<file path="src/rtl/lcd_bus_receiver.sv">
// rtl/lcd_bus_receiver.sv - 8080-style LCD write bus receiver with CASET/PASET window tracking and RGB565 pixel assembly
module lcd_bus_receiver #(
  parameter int SYNC_STAGES = 2
) (
  input  logic        i_clk,
  input  logic        i_reset,
  input  logic [7:0]  i_lcd_data,
  input  logic        i_lcd_rs,
  input  logic        i_lcd_wr,
  input  logic        i_lcd_cs_n,
  output logic        o_cmd_valid,
  output logic [7:0]  o_cmd,
  output logic        o_pixel_valid,
  output logic [15:0] o_pixel_data,
  output logic [8:0]  o_pixel_x,
  output logic [8:0]  o_pixel_y,
  output logic        o_frame_start
);

  typedef enum logic [2:0] {
    S_IDLE,
    S_CASET,
    S_PASET,
    S_RAMWR,
    S_IGNORE
  } state_t;

  logic [SYNC_STAGES-1:0] wr_sync;
  logic [SYNC_STAGES-1:0] cs_sync;
  logic [SYNC_STAGES-1:0] rs_sync;
  logic [7:0]             data_sync [SYNC_STAGES];
  logic                   wr_prev;
  logic                   cs_prev;

  logic       wr_s;
  logic       cs_s;
  logic       rs_s;
  logic [7:0] data_s;
  logic       strobe;
  logic       cs_rise;

  state_t     state;
  logic [8:0] xs, xe, ys, ye;
  logic [8:0] x, y;
  logic       phase;
  logic [2:0] pidx;
  logic [7:0] hi_byte;

  assign wr_s    = wr_sync[SYNC_STAGES-1];
  assign cs_s    = cs_sync[SYNC_STAGES-1];
  assign rs_s    = rs_sync[SYNC_STAGES-1];
  assign data_s  = data_sync[SYNC_STAGES-1];
  assign strobe  = wr_s & ~wr_prev & ~cs_s;
  assign cs_rise = cs_s & ~cs_prev;

  // Synchronize the asynchronous bus; idle levels on reset so no false strobe or deselect appears
  always_ff @(posedge i_clk) begin
    if (i_reset) begin
      wr_sync <= '1;
      cs_sync <= '1;
      rs_sync <= '1;
      wr_prev <= 1'b1;
      cs_prev <= 1'b1;
      for (int i = 0; i < SYNC_STAGES; i++) data_sync[i] <= 8'h00;
    end else begin
      wr_sync <= {wr_sync[SYNC_STAGES-2:0], i_lcd_wr};
      cs_sync <= {cs_sync[SYNC_STAGES-2:0], i_lcd_cs_n};
      rs_sync <= {rs_sync[SYNC_STAGES-2:0], i_lcd_rs};
      wr_prev <= wr_s;
      cs_prev <= cs_s;
      data_sync[0] <= i_lcd_data;
      for (int i = 1; i < SYNC_STAGES; i++) data_sync[i] <= data_sync[i-1];
    end
  end

  // Decode strobed bytes: command dispatch, window parameters and pixel assembly
  always_ff @(posedge i_clk) begin
    if (i_reset) begin
      state         <= S_IDLE;
      xs            <= 9'd0;
      xe            <= 9'd239;
      ys            <= 9'd0;
      ye            <= 9'd319;
      x             <= 9'd0;
      y             <= 9'd0;
      phase         <= 1'b0;
      pidx          <= 3'd0;
      hi_byte       <= 8'h00;
      o_cmd_valid   <= 1'b0;
      o_cmd         <= 8'h00;
      o_pixel_valid <= 1'b0;
      o_pixel_data  <= 16'h0000;
      o_pixel_x     <= 9'd0;
      o_pixel_y     <= 9'd0;
      o_frame_start <= 1'b0;
    end else begin
      o_cmd_valid   <= 1'b0;
      o_pixel_valid <= 1'b0;
      o_frame_start <= 1'b0;
      if (strobe) begin
        if (!rs_s) begin
          o_cmd_valid <= 1'b1;
          o_cmd       <= data_s;
          pidx        <= 3'd0;
          phase       <= 1'b0;
          case (data_s)
            8'h2A: state <= S_CASET;
            8'h2B: state <= S_PASET;
            8'h2C: begin
              state         <= S_RAMWR;
              x             <= xs;
              y             <= ys;
              o_frame_start <= 1'b1;
            end
            8'h3C: state <= S_RAMWR;
            default: state <= S_IGNORE;
          endcase
        end else begin
          case (state)
            S_CASET, S_PASET: begin
              if (pidx != 3'd4) begin
                pidx <= pidx + 3'd1;
                if (state == S_CASET) begin
                  case (pidx[1:0])
                    2'd0: xs[8]   <= data_s[0];
                    2'd1: xs[7:0] <= data_s;
                    2'd2: xe[8]   <= data_s[0];
                    default: xe[7:0] <= data_s;
                  endcase
                end else begin
                  case (pidx[1:0])
                    2'd0: ys[8]   <= data_s[0];
                    2'd1: ys[7:0] <= data_s;
                    2'd2: ye[8]   <= data_s[0];
                    default: ye[7:0] <= data_s;
                  endcase
                end
              end
            end
            S_RAMWR: begin
              if (!phase) begin
                hi_byte <= data_s;
                phase   <= 1'b1;
              end else begin
                phase         <= 1'b0;
                o_pixel_valid <= 1'b1;
                o_pixel_data  <= {hi_byte, data_s};
                o_pixel_x     <= x;
                o_pixel_y     <= y;
                if (x == xe) begin
                  x <= xs;
                  y <= (y == ye) ? ys : y + 9'd1;
                end else begin
                  x <= x + 9'd1;
                end
              end
            end
            default: ;
          endcase
        end
      end else if (cs_rise) begin
        phase <= 1'b0;
      end
    end
  end

endmodule

</file>
<file path="config.mk">
export PLATFORM = sky130hd
export DESIGN_NAME = lcd_bus_receiver
export DESIGN_NICKNAME = d
export VERILOG_FILES = /design/src/rtl/lcd_bus_receiver.sv
export SDC_FILE = /design/constraint.sdc
export NUM_CORES = 1
export LEC_CHECK = 0
export ABC_AREA = 1
export CORE_UTILIZATION = 55
export CTS_CLUSTER_SIZE = 8
export DETAILED_ROUTE_END_ITERATION = 10
export PLACE_DENSITY = 0.75
export SYNTH_ARGS = -nofsm -noshare
export SYNTH_HDL_FRONTEND = slang
export SYNTH_SLANG_ARGS = --single-unit
</file>
<file path="constraint.sdc">
create_clock -name i_clk -period 1.85 [get_ports i_clk]
set_input_delay 0.555 -clock i_clk [delete_from_list [all_inputs] [get_ports i_clk]]
set_output_delay 0.555 -clock i_clk [all_outputs]
set_load 0.02 [all_outputs]
</file>
==> results.py <==
metrics = {
    "synth": {
        "mappedNetlistArea_sq_um": 5660,
        "yosysMostFrequentCell": "dfxtp_1",
        "synthCells": 730,
        "synth.top_cells.by_count": "dfxtp_1 (138), nand2_1 (114), inv_1 (92), a21oi_1 (79), o21ai_0 (78)",
        "synth_nets": 749,
        "ys_seq_area_share_pct": 48.8,
        "synth-seq-cells": 138,
        "netlist.area_leader.share_pct": 48.8,
        "synth_cell_types": 35,
        "async_flop_share_pct": 0,
        "syn_area_per_cell_sq_um": 7.75,
        "synth_edf_count": 0,
        "synth_top_area_cell": "dfxtp_1",
        "synth_area_leaders": "dfxtp_1 (49%), nand2_1 (7.6%), a21oi_1 (7.0%)",
        "ys.flop_type": "dfxtp_1",
        "ys_warn_count": 0,
    },
    "timing": {
        "setup_viol": 0,
        "fin_crit_sh_pct": 97.2,
        "worstMarginPinSlew_ns": 0.363,
        "fin_crit_ns": 1.80,
        "rsz0062_at_grt": "false",
        "final.setup.tns_ns": 0,
        "whs_ns": 0.405,
        "finalHoldViolCount": 0,
        "max_freq_ghz": 0.556,
        "drv_slew": 0,
        "slew_headroom_pct": 75.8,
        "fin_skew_ns": 0.00714,
    },
    "placed_design": {
        "gp_congestion": 0.887,
        "place.port_buffers": 57,
        "dp_hpwl_mm": 9.16,
        "place_area_sq_um": 6480,
    },
    "power_and_ir_drop": {
        "pwr-share-seq_pct": 45.3,
        "swShare_pct": 22.3,
        "combPwrFrac_pct": 2.7,
        "switchingPower_mw": 1.48,
        "p_leak_nw": 3.20,
        "clkPwrFrac_pct": 52.0,
        "p_per_area_nw_per_um2": 937,
        "p_int_mw": 5.16,
        "ir_worst_vdd_mv": 0.582,
    },
    "grt": {
        "grt_pass1_wl_mm": 21.5,
        "grt_usage_pct": 26.6,
        "antenna_found_initial": 0,
        "grt_max_degree": 40,
        "first_global_vias": 4687,
        "grt.overflow.total": 0,
    },
    "floorplan": {
        "boundaryPins": 58,
        "coreArea_sq_um": 9860,
        "fp.dieH_microns": 103,
        "die_w_microns": 103,
        "die_area_sq_um": 10700,
        "start_util_pct": 57.3,
        "rows": 36,
    },
    "route": {
        "drt-initial-drc-count": 205,
        "routedWlPerCell_microns": 14.0,
        "wl_mm": 13.2,
        "drt_first_pass_iters": 5,
        "vias": 4989,
        "drc": 0,
        "vias_per_cell": 5.28,
        "ant_nets": 0,
    },
    "run": {
        "cap_viol_max_count": 0,
    },
    "setup_path": {
        "crit_fanout": 2,
        "end_kind": "output pin",
        "cp_slowest_cell": "dfxtp_1",
        "critPathBufInv": 1,
        "critPathTopFamily": "flip-flops",
        "worstSetupPathType": "reg2out",
        "path_cells": "dlygate4sd2_1",
        "start_kind": "register",
        "crit_required_ns": 1.29,
        "cp.arrival_ns": 1.24,
        "critPathMaxStageDelay_ns": 0.37,
    },
    "final_layout": {
        "seq_area_sq_um": 2770,
        "area_delta_synth_final_pct": 25.2,
        "multiInputGateArea_sq_um": 2350,
        "final_area_sq_um": 7080,
        "layout.nets": 818,
        "antenna_cells": 0,
        "drive_gt1_share_pct": 11.8,
        "fill_cells": 771,
    },
    "clocking": {
        "clock_latency_ns": 0.53,
        "clock_sinks": 138,
        "clk_pin_slew_ns": 0.06,
        "clock_path_buffers": 2,
        "root_buffer": "clkbuf_8",
        "cts_tree": "done",
        "postCtsHoldBufs": 0,
        "htreeDepth": 4,
        "cts_made_buffers": 17,
    },
    "outcome": {
        "outcome": "complete, no violations",
    },
    "worst_hold_path": {
        "holdCritPathClass": "reg2reg",
    },
}
## placed cells by master, fill, tap and decap left out, types with 3 or more instances in the layout
master           netlist  layout
nand2_2                4       5
o211ai_1              13      13
xor2_1                14      14
inv_2                  5       7
o21ai_0               78      78
nand4_1                7       7
nor2_1                62      62
clkinv_4               1       5
buf_12                 0       7
xnor2_1                9       9
dlygate4sd2_1          0      45
a21oi_1               79      79
nor3_1                 8       7
or2_2                  6       6
clkbuf_16              0      16
buf_4                  6      20
inv_6                  0       3
clkdlybuf4s50_1        0      12
nand2_1              114     113
ha_1                   6       6
bufinv_16              0       3
dfxtp_1              138     136
inv_1                 92      91
nand3_2                3       4
nor2_2                 3       3
nand3_1               39      38
## power groups by stage
stage,registers (mW),logic [mW],clock network (mW)
2_1_floorplan,3.07,0.0990,0
3_3_place_gp,3.07,0.171,0
3_5_place_dp,3.07,0.174,0
4_1_cts,3.01,0.176,3.49
5_1_grt,3.01,0.195,3.63
6_report,3.01,0.176,3.45
## worst paths after layout
check,start,endpoint,cells past startpoint,slack (ns)
hold reg to reg,data_sync[0][2]$_SDFF_PP0_,data_sync[0][10]$_SDFF_PP0_,2,0.41
setup reg to reg,pidx[0]$_SDFFE_PP0P_,xe[4]$_SDFFE_PP0P_,11,0.13
hold / removal,data_sync[0][2]$_SDFF_PP0_,data_sync[0][10]$_SDFF_PP0_,2,0.41
setup / recovery,o_cmd[6]$_SDFFE_PP0P_,o_cmd[6],1,0.05
## stage by stage
stage / instances / utilization (%) / setup slack [ns] / power (mW)
after floorplan: 730 / - / 0.213 / 3.17
after global placement: 911 / 65.7 / 0.0699 / 3.25
after detailed placement: 911 / 65.7 / 0.0385 / 3.25
after CTS: 943 / 71.3 / 0.0286 / 6.67
after global routing: 945 / 71.8 / 0.00334 / 6.84
final: 945 / 71.8 / 0.0516 / 6.64
## timing repair
action | in CTS | in global routing
endpoints found under the setup margin | 45 | 36
gates resized for setup | 45 | 7
pin swaps | 0 | 1
endpoints found under the hold margin | 0 | 0
buffers inserted | 0 | 2
## cell type report
cell class              instances  area share [%]
well taps                     133            2.35
clock buffers                  18            5.90
multi-input cells             457            33.1
repair buffers                 85            11.5
clock inverters                14            2.67
flip-flops and latches        138            39.0
inverters                     100            5.37
## cells by family after synthesis
group | count (synthesis) | synth area share (%)
simple gates | 253 | 19.9
compound gates | 175 | 16.4
flops | 138 | 48.8
buf+inv | 135 | 9.98
xor+xnor | 23 | 3.56
fa+ha+maj | 6 | 1.33
## state kept, by name (all words and copies together) (netlist names), 9 cells and up
signal and flops:
xs 9, xe 9, ys 9, o_pixel_x 9
y 9, x 9, o_pixel_data 16, ye 9
o_pixel_y 9, data_sync 16
## routing by layer
metal,wire (microns),GRT usage (%),vias up
met3,772,6.38,17
met5,0,0,-
met2,6670,45.8,161
met1,5630,31.9,2320
met4,173,10.9,0
li1,-,-,2491
(Power assumes the default switching activity.)
